===== src/rtl/fb_port_arbiter.sv =====
// Single-port frame-buffer arbiter: display reads have strict priority over
// camera writes, which are buffered in a small FIFO tagged with their address.
module fb_port_arbiter #(
  parameter int ADDR_W    = 19,
  parameter int DATA_W    = 12,
  parameter int FRAME_PIX = 307200,
  parameter int WF_DEPTH  = 4
) (
  input  logic                        iVGA_CLK,
  input  logic                        iRST_n,
  input  logic                        iRd_Req,
  input  logic                        iRd_Frame_Start,
  output logic [DATA_W-1:0]           oRd_Data,
  output logic                        oRd_Valid,
  input  logic                        iWr_Valid,
  input  logic [DATA_W-1:0]           iWr_Data,
  output logic                        oWr_Ready,
  input  logic                        iWr_Frame_Start,
  output logic                        oMem_En,
  output logic                        oMem_We,
  output logic [ADDR_W-1:0]           oMem_Addr,
  output logic [DATA_W-1:0]           oMem_WData,
  input  logic [DATA_W-1:0]           iMem_RData,
  output logic [$clog2(WF_DEPTH):0]   oWf_Level,
  output logic                        oWr_Overflow
);

  localparam int PW = $clog2(WF_DEPTH);
  localparam int LW = PW + 1;
  localparam logic [ADDR_W-1:0] LAST_ADDR = ADDR_W'(FRAME_PIX - 1);

  typedef enum logic [1:0] {WF_EMPTY, WF_PARTIAL, WF_FULL} wf_state_t;

  wf_state_t         wf_state_q, wf_state_d;
  logic [LW-1:0]     level_q, level_d;
  logic [PW-1:0]     wptr_q, wptr_d, rptr_q, rptr_d;
  logic [ADDR_W-1:0] rd_cnt_q, rd_cnt_d, wr_cnt_q, wr_cnt_d;
  logic              mem_en_q, mem_en_d, mem_we_q, mem_we_d;
  logic [ADDR_W-1:0] mem_addr_q, mem_addr_d;
  logic [DATA_W-1:0] mem_wdata_q, mem_wdata_d;
  logic              rd_pend_q, rd_valid_q, ovf_q;
  logic [DATA_W-1:0] rd_data_q;

  logic [ADDR_W-1:0] fifo_addr_q [WF_DEPTH];
  logic [DATA_W-1:0] fifo_data_q [WF_DEPTH];

  logic              wr_ready, push, pop;
  logic [ADDR_W-1:0] rd_addr, wr_addr;

  function automatic logic [ADDR_W-1:0] next_addr(input logic [ADDR_W-1:0] a);
    return (a == LAST_ADDR) ? '0 : a + ADDR_W'(1);
  endfunction

  // Ready comes from registered state only, so a pop never reaches oWr_Ready.
  assign wr_ready = (wf_state_q != WF_FULL);
  assign push     = iWr_Valid & wr_ready;
  assign pop      = ~iRd_Req & (wf_state_q != WF_EMPTY);
  assign rd_addr  = iRd_Frame_Start ? '0 : rd_cnt_q;
  assign wr_addr  = iWr_Frame_Start ? '0 : wr_cnt_q;

  always_comb begin
    wf_state_d  = wf_state_q;
    level_d     = level_q;
    wptr_d      = wptr_q;
    rptr_d      = rptr_q;
    rd_cnt_d    = rd_cnt_q;
    wr_cnt_d    = wr_cnt_q;
    mem_en_d    = 1'b0;
    mem_we_d    = 1'b0;
    mem_addr_d  = mem_addr_q;
    mem_wdata_d = mem_wdata_q;

    if (iRd_Req) begin
      mem_en_d   = 1'b1;
      mem_addr_d = rd_addr;
      rd_cnt_d   = next_addr(rd_addr);
    end else begin
      rd_cnt_d = rd_addr;
      if (pop) begin
        mem_en_d    = 1'b1;
        mem_we_d    = 1'b1;
        mem_addr_d  = fifo_addr_q[rptr_q];
        mem_wdata_d = fifo_data_q[rptr_q];
        rptr_d      = rptr_q + PW'(1);
      end
    end

    if (push) begin
      wptr_d   = wptr_q + PW'(1);
      wr_cnt_d = next_addr(wr_addr);
    end

    case ({push, pop})
      2'b10:   level_d = level_q + LW'(1);
      2'b01:   level_d = level_q - LW'(1);
      default: level_d = level_q;
    endcase

    if (level_d == '0)                wf_state_d = WF_EMPTY;
    else if (level_d == LW'(WF_DEPTH)) wf_state_d = WF_FULL;
    else                              wf_state_d = WF_PARTIAL;
  end

  always_ff @(posedge iVGA_CLK) begin
    if (!iRST_n) begin
      wf_state_q  <= WF_EMPTY;
      level_q     <= '0;
      wptr_q      <= '0;
      rptr_q      <= '0;
      rd_cnt_q    <= '0;
      wr_cnt_q    <= '0;
      mem_en_q    <= 1'b0;
      mem_we_q    <= 1'b0;
      mem_addr_q  <= '0;
      mem_wdata_q <= '0;
      rd_pend_q   <= 1'b0;
      rd_valid_q  <= 1'b0;
      rd_data_q   <= '0;
      ovf_q       <= 1'b0;
    end else begin
      wf_state_q  <= wf_state_d;
      level_q     <= level_d;
      wptr_q      <= wptr_d;
      rptr_q      <= rptr_d;
      rd_cnt_q    <= rd_cnt_d;
      wr_cnt_q    <= wr_cnt_d;
      mem_en_q    <= mem_en_d;
      mem_we_q    <= mem_we_d;
      mem_addr_q  <= mem_addr_d;
      mem_wdata_q <= mem_wdata_d;
      rd_pend_q   <= mem_en_q & ~mem_we_q;
      rd_valid_q  <= rd_pend_q;
      if (rd_pend_q) rd_data_q <= iMem_RData;
      ovf_q       <= ovf_q | (iWr_Valid & ~wr_ready);
    end
  end

  always_ff @(posedge iVGA_CLK) begin
    if (push) begin
      fifo_addr_q[wptr_q] <= wr_addr;
      fifo_data_q[wptr_q] <= iWr_Data;
    end
  end

  assign oRd_Data     = rd_data_q;
  assign oRd_Valid    = rd_valid_q;
  assign oWr_Ready    = wr_ready;
  assign oMem_En      = mem_en_q;
  assign oMem_We      = mem_we_q;
  assign oMem_Addr    = mem_addr_q;
  assign oMem_WData   = mem_wdata_q;
  assign oWf_Level    = level_q;
  assign oWr_Overflow = ovf_q;

endmodule


===== config.mk =====
export PLATFORM = sky130hd
export DESIGN_NAME = fb_port_arbiter
export DESIGN_NICKNAME = d
export VERILOG_FILES = /design/src/rtl/fb_port_arbiter.sv
export SDC_FILE = /design/constraint.sdc
export NUM_CORES = 1
export LEC_CHECK = 0
export CORE_ASPECT_RATIO = 0.7
export CORE_MARGIN = 4
export CORE_UTILIZATION = 57
export CTS_BUF_LIST = sky130_fd_sc_hd__clkbuf_4 sky130_fd_sc_hd__clkbuf_8 sky130_fd_sc_hd__clkbuf_16
export CTS_CLUSTER_DIAMETER = 150
export DETAILED_ROUTE_END_ITERATION = 10
export PLACE_DENSITY = 0.76
export SLEW_MARGIN = 10
export SYNTH_ARGS = -nofsm -noshare
export SYNTH_HDL_FRONTEND = slang
export SYNTH_SLANG_ARGS = --single-unit
export TNS_END_PERCENT = 1

===== constraint.sdc =====
create_clock -name iVGA_CLK -period 3.82 [get_ports iVGA_CLK]
set_input_delay 0.955 -clock iVGA_CLK [delete_from_list [all_inputs] [get_ports iVGA_CLK]]
set_output_delay 0.955 -clock iVGA_CLK [all_outputs]
set_load 0.05 [all_outputs]

==> results of run 1 <==
-- cells in the mapped netlist (all sizes together) (2+ instances only) --
cell type,count
a211oi,10
a21oi,37
a311oi,7
a31oi,3
and2,6
and2b,7
and3,7
buf,15
clkbuf,25
dfxtp,97
edfxtp,124
ha,7
inv,15
mux2i,13
mux4,31
nand2,71
nand2b,4
nand3,20
nand3b,2
nand4,13
nor2,59
nor2b,25
nor3,13
nor3b,4
nor4,5
nor4b,3
o21ai,21
o22ai,2
or2,2
or3,10
or4,2
xnor2,12
xor2,16
-- power breakdown --
part | internal [W] | total [W] | switching (W) | leakage [nW]
logic | 0.000506 | 0.00119 | 0.000688 | 1.39
registers | 0.00269 | 0.00288 | 0.000187 | 1.95
clock network | 0.00120 | 0.00207 | 0.000872 | 0.355
-- stage by stage --
stage                     hold slack (ns)  instance area [um^2]  power [W]  std cells  setup slack, ns
after detailed placement            0.421                 10100    0.00413        970            0.379
after floorplan                     0.440                  9000    0.00372        708            0.467
final                               0.426                 10800    0.00615       1010            0.543
after global routing                0.446                 10800    0.00643       1010            0.423
after global placement              0.412                 10100    0.00410        970            0.431
after CTS                           0.431                 10800    0.00621       1010            0.546
-- worst max path at each step --
| stage | startpoint | cells past startpoint | slack [ns] | to |
|---|---|---|---|---|
| 2_1_floorplan | iWr_Frame_Start | 11 | 0.47 | wr_cnt_q[3]$_SDFFE_PN0P_ |
| 3_3_place_gp | iRd_Frame_Start | 8 | 0.43 | rd_cnt_q[14]$_SDFF_PN0_ |
| 3_5_place_dp | iRd_Frame_Start | 8 | 0.38 | rd_cnt_q[12]$_SDFF_PN0_ |
| 4_1_cts | wf_state_q[0]$_SDFF_PP0_ | 2 | 0.55 | oWr_Ready |
| 5_1_grt | wf_state_q[0]$_SDFF_PP0_ | 2 | 0.42 | oWr_Ready |
| 6_report | wf_state_q[0]$_SDFF_PP0_ | 2 | 0.54 | oWr_Ready |
-- state kept, by name, summed over array words and instances, names as in the netlist, named ones only --
| signal | count |
|---|---|
| fifo_addr_q | 76 |
| oRd_Valid | 1 |
| oWf_Level | 3 |
| wr_cnt_q | 19 |
| oMem_Addr | 19 |
| oWr_Overflow | 1 |
| fifo_data_q | 48 |
| oMem_We | 1 |
| oRd_Data | 12 |
| rd_pend_q | 1 |
| oMem_En | 1 |
| rd_cnt_q | 19 |
| wptr_q | 2 |
| wf_state_q | 2 |
| oMem_WData | 12 |
| rptr_q | 2 |
-- cells by family after synthesis --
family | synth area share
mux | 0.0932
flops | 0.629
buf+inv | 0.0257
xor+xnor | 0.0272
compound gates | 0.0622
fa+ha+maj | 0.0119
simple gates | 0.150
-- final cells by class --
class / count / area [um^2] / share of cell area
flip-flops and latches: 221 / 5670 / 0.524
well taps: 200 / 250 / 0.0232
inverters: 16 / 60.1 / 0.00556
repair buffers: 102 / 1020 / 0.0940
clock inverters: 12 / 98.8 / 0.00915
clock buffers: 28 / 608 / 0.0563
multi-input cells: 431 / 3110 / 0.288
-- layer usage --
metal  GRT usage  vias to the layer above  share of wire
met3      0.0405                       29          0.067
met1       0.358                     2925           0.47
met2       0.335                      202           0.45
li1            -                     2767              -
met5           0                        -              0
met4      0.0472                        0          0.017
==> impl_metrics.json, run 1 <==
{
  "setup_viol": 0,
  "htreeDepth": 1,
  "ys_ff_latch": 221,
  "pin_count": 81,
  "max_cap_violations": 0,
  "crit-reg2reg-launch": "wf_state_q[1]$_SDFF_PP0_",
  "holdCritStartpoint": "oMem_We$_SDFF_PP0_",
  "yosysWarningCount": 0,
  "finish.net_count": 832,
  "path_cells": "or2b_1 -> clkdlybuf4s50_1",
  "post-route-min-period_ns": 3.28,
  "wl_per_cell_um": 19.8,
  "cts_tree": "built",
  "ant_nets": 0,
  "postSynthAreaPerCell_um2": 12.7,
  "yosysSeqAreaShare": 0.629,
  "drt_iter0_drc": 485,
  "layout_common_cells": "124 x edfxtp_1, 97 x dfxtp_1, 80 x clkdlybuf4s50_1, 70 x nand2_1, 59 x nor2_1",
  "area_delta_synth_final_pct": 20.0,
  "ir_worst_vdd_mv": 0.385,
  "die_h_um": 113,
  "synth_flop_cell": "edfxtp_1",
  "drive_above_1_share": 0.128,
  "die_area_um2": 17900,
  "syn-cell-area_um2": 9000,
  "path_clk_slew_ns": 0.06,
  "hold_path_class": "reg2reg",
  "p_per_area_nw_per_um2": 569,
  "crit_family": "buffers and inverters",
  "grt_pass1_vias": 5847,
  "fp.coreArea_um2": 15500,
  "max_stage_delay_ns": 0.83,
  "p_leak_nw": 3.70,
  "cts_setup_buffers": 0,
  "status": "finished clean",
  "cts_sinks": 221,
  "gp_congestion": 0.889,
  "synth.net_count": 746,
  "required_ns": 2.86,
  "die_w_um": 158,
  "arrival_ns": 2.32,
  "cts_buffer_depth": 3,
  "cts_hold_buf": 0,
  "rrSetupSlack_ns": 0.87,
  "cp_max_fo": 17,
  "fin_skew_ns": 0.0160,
  "cts_resized": 0,
  "crit_slowest_cell": "clkdlybuf4s50_1",
  "utilization": 0.697,
  "r2r.worst_path.cells": 10,
  "tightest_slew_ns": 0.984,
  "layout_commonest_cell": "edfxtp_1",
  "grt_pass1_wl_um": 32000,
  "criticalPathCategory": "reg2out",
  "num_rows": 38,
  "drc": 0,
  "rsz0062_at_grt": "no",
  "initial_core_util": 0.581,
  "drt-vias-per-instance": 5.86,
  "drt_first_pass_iters": 5,
  "synth_cell_type_count": 63,
  "hpwl_um": 13700,
  "synth_edf_count": 124,
  "endpoint_kind": "output port",
  "dr_total_vias": 5923,
  "nFillCells": 1092,
  "yosys.area.top_type": "edfxtp_1",
  "insertedDiodeCount": 0,
  "port_buffers": 80,
  "yosys.area.top_type_share": 0.414,
  "gr-total-overflow": 0,
  "syn_inst": 708,
  "synth.area.top_cells": "edfxtp_1 41%, dfxtp_1 22%, mux4_2 7.8%",
  "holdPathEnd": "rd_pend_q$_SDFF_PN0_",
  "r2r_end": "wf_state_q[1]$_SDFF_PP0_",
  "hold_viol": 0,
  "numCtsBuffers": 22,
  "hold-path-cell-count": 1,
  "synth-async-reset-ratio": 0,
  "grt_util_all_layers": 0.228,
  "clock-root-buffer": "clkbuf_16",
  "antenna_found_initial": 0,
  "grt_start_max_net_pins": 36,
  "clk_latency_ns": 0.51,
  "routed_wirelength_um": 20000,
  "maxSlewHeadroom": 0.343,
  "path_buf_inv": 1,
  "fmax_mhz": 305,
  "setup_tns_ns": 0,
  "drv_slew": 0,
  "cp-start-kind": "flip-flop",
  "finalCritPeriodShare": 0.858
}
Note: power is estimated with default switching activity, not from simulation.
==> run 2: changes to the inputs <==
- clock period: 3.82 -> 3.7 ns (I/O delays scaled with it)
==> run 2 against run 1 <==
Against the previous run:
- combinational power grew 3%
- critical path depth is the same
- routed wire length grew 1.1%
- worst hold slack gained 0.015 ns
- critical endpoint unchanged
- critical path type unchanged
- setup slack lost 0.093 ns
- via count grew 0.95%
- flip-flop and latch count is the same
- sequential power grew 3%
- non-clock buffer count grew 2
==> impl_metrics.json, run 2 (synthesized netlist as in run 1, its figures left out) <==
{
  "setup_tns_ns": 0,
  "drc": 0,
  "layout_commonest_cell": "edfxtp_1",
  "hold_viol": 0,
  "htreeDepth": 1,
  "cp-start-kind": "flip-flop",
  "drt_first_pass_iters": 5,
  "critPathLaunch": "wf_state_q[0]$_SDFF_PP0_",
  "fp.coreArea_um2": 15500,
  "drt-vias-per-instance": 5.93,
  "fin_skew_ns": 0.0121,
  "holdCritStartpoint": "oMem_We$_SDFF_PP0_",
  "cts_hold_buf": 0,
  "num_rows": 38,
  "setup_viol": 0,
  "clock-root-buffer": "clkbuf_16",
  "initial_core_util": 0.581,
  "maxSlewHeadroom": 0.341,
  "routed_wirelength_um": 20200,
  "numCtsBuffers": 21,
  "pin_count": 81,
  "die_w_um": 158,
  "grt_pass1_wl_um": 32600,
  "largest-register": "fifo_addr_q",
  "hold_path_class": "reg2reg",
  "wl_per_cell_um": 20.0,
  "fmax_mhz": 308,
  "drv_slew": 0,
  "die_h_um": 113,
  "cts_resized": 0,
  "cts_tree": "built",
  "p_total_w": 0.00638,
  "ir_worst_vdd_mv": 0.548,
  "endpoint_kind": "output port",
  "area_delta_synth_final_pct": 20.2,
  "finish.net_count": 833,
  "criticalPathCategory": "reg2out",
  "layout_common_cells": "124 x edfxtp_1, 97 x dfxtp_1, 80 x clkdlybuf4s50_1, 70 x nand2_1, 59 x nor2_1",
  "clk_latency_ns": 0.49,
  "fin_cells": 1009,
  "grt_start_max_net_pins": 37,
  "ant_nets": 0,
  "drt_iter0_drc": 538,
  "status": "finished clean",
  "gp_congestion": 0.884,
  "cts_sinks": 221,
  "port_buffers": 80,
  "required_ns": 2.77,
  "hpwl_um": 14100,
  "largest_reg_flops": 76,
  "tightest_slew_ns": 0.987,
  "post-route-min-period_ns": 3.25,
  "cts_setup_buffers": 0,
  "p_per_area_nw_per_um2": 590,
  "insertedDiodeCount": 0,
  "antenna_found_initial": 0,
  "drive_above_1_share": 0.130,
  "max_cap_violations": 0,
  "dr_total_vias": 5979,
  "arrival_ns": 2.33,
  "p_leak_nw": 3.71,
  "grt_pass1_vias": 6066,
  "reg_top3": "fifo_addr_q (76), fifo_data_q (48)",
  "holdWs_ns": 0.441,
  "crit-reg2reg-launch": "wf_state_q[1]$_SDFF_PP0_",
  "dpl.cell_count": 972,
  "cts_buffer_depth": 3,
  "cp_max_fo": 17,
  "rsz0062_at_grt": "no",
  "gr-total-overflow": 0,
  "path_clk_slew_ns": 0.07,
  "die_area_um2": 17900,
  "finalCritPeriodShare": 0.878,
  "grt_util_all_layers": 0.231
}
==> run 2: changes by cell type in the layout (fill, tap and decap cells not counted), sizes merged <==
cell | before | now
bufinv | 1 | 0
buf | 22 | 24
clkinv | 10 | 4
inv | 16 | 15
clkbuf | 28 | 33
==> run 2: cell type report <==
cell class | count | area [um^2]
fill | 1052 | 4680
clock inverter | 4 | 25.0
clock buffer | 33 | 693
multi-input combinational | 431 | 3110
sequential | 221 | 5670
tap | 200 | 250
timing repair buffer | 104 | 1020
inverter | 16 | 60.1
==> run 2: final timing paths <==
kind                                   end  slack, ns  depth (start not counted)
setup / recovery                 oWr_Ready       0.45                          2
hold / removal        rd_pend_q$_SDFF_PN0_       0.44                          1
setup reg to reg  wf_state_q[1]$_SDFF_PP0_       0.78                         10
hold reg to reg       rd_pend_q$_SDFF_PN0_       0.44                          1
==> run 2: per-stage QoR <==
step / util / setup WS (ns) / cell area [um^2]
2_1_floorplan: - / 0.377 / 9000
3_3_place_gp: 0.652 / 0.437 / 10100
3_5_place_dp: 0.652 / 0.281 / 10100
4_1_cts: 0.698 / 0.477 / 10800
5_1_grt: 0.698 / 0.376 / 10800
6_report: 0.698 / 0.450 / 10800
==> run 2: power by group <==
group          leakage [nW]  total [W]  switching, W  internal (W)
Sequential             1.95    0.00298      0.000196       0.00278
Combinational          1.40    0.00123      0.000713      0.000520
Clock                 0.357    0.00217      0.000881       0.00129
Total                  3.71    0.00638       0.00179       0.00459
==> run 2: layer usage <==
layer	up-vias	GRT usage	wire length (um)
met3	41	0.0352	1160
li1	2770	-	-
met5	-	0	0
met4	0	0.0608	514
met2	179	0.348	9150
met1	2989	0.355	9400
==> run 2: critical path, cell delays in order (launching register included) <==
cell and delay [ns]:
dfxtp_1 0.70, or2b_1 0.29, clkdlybuf4s50_1 0.84
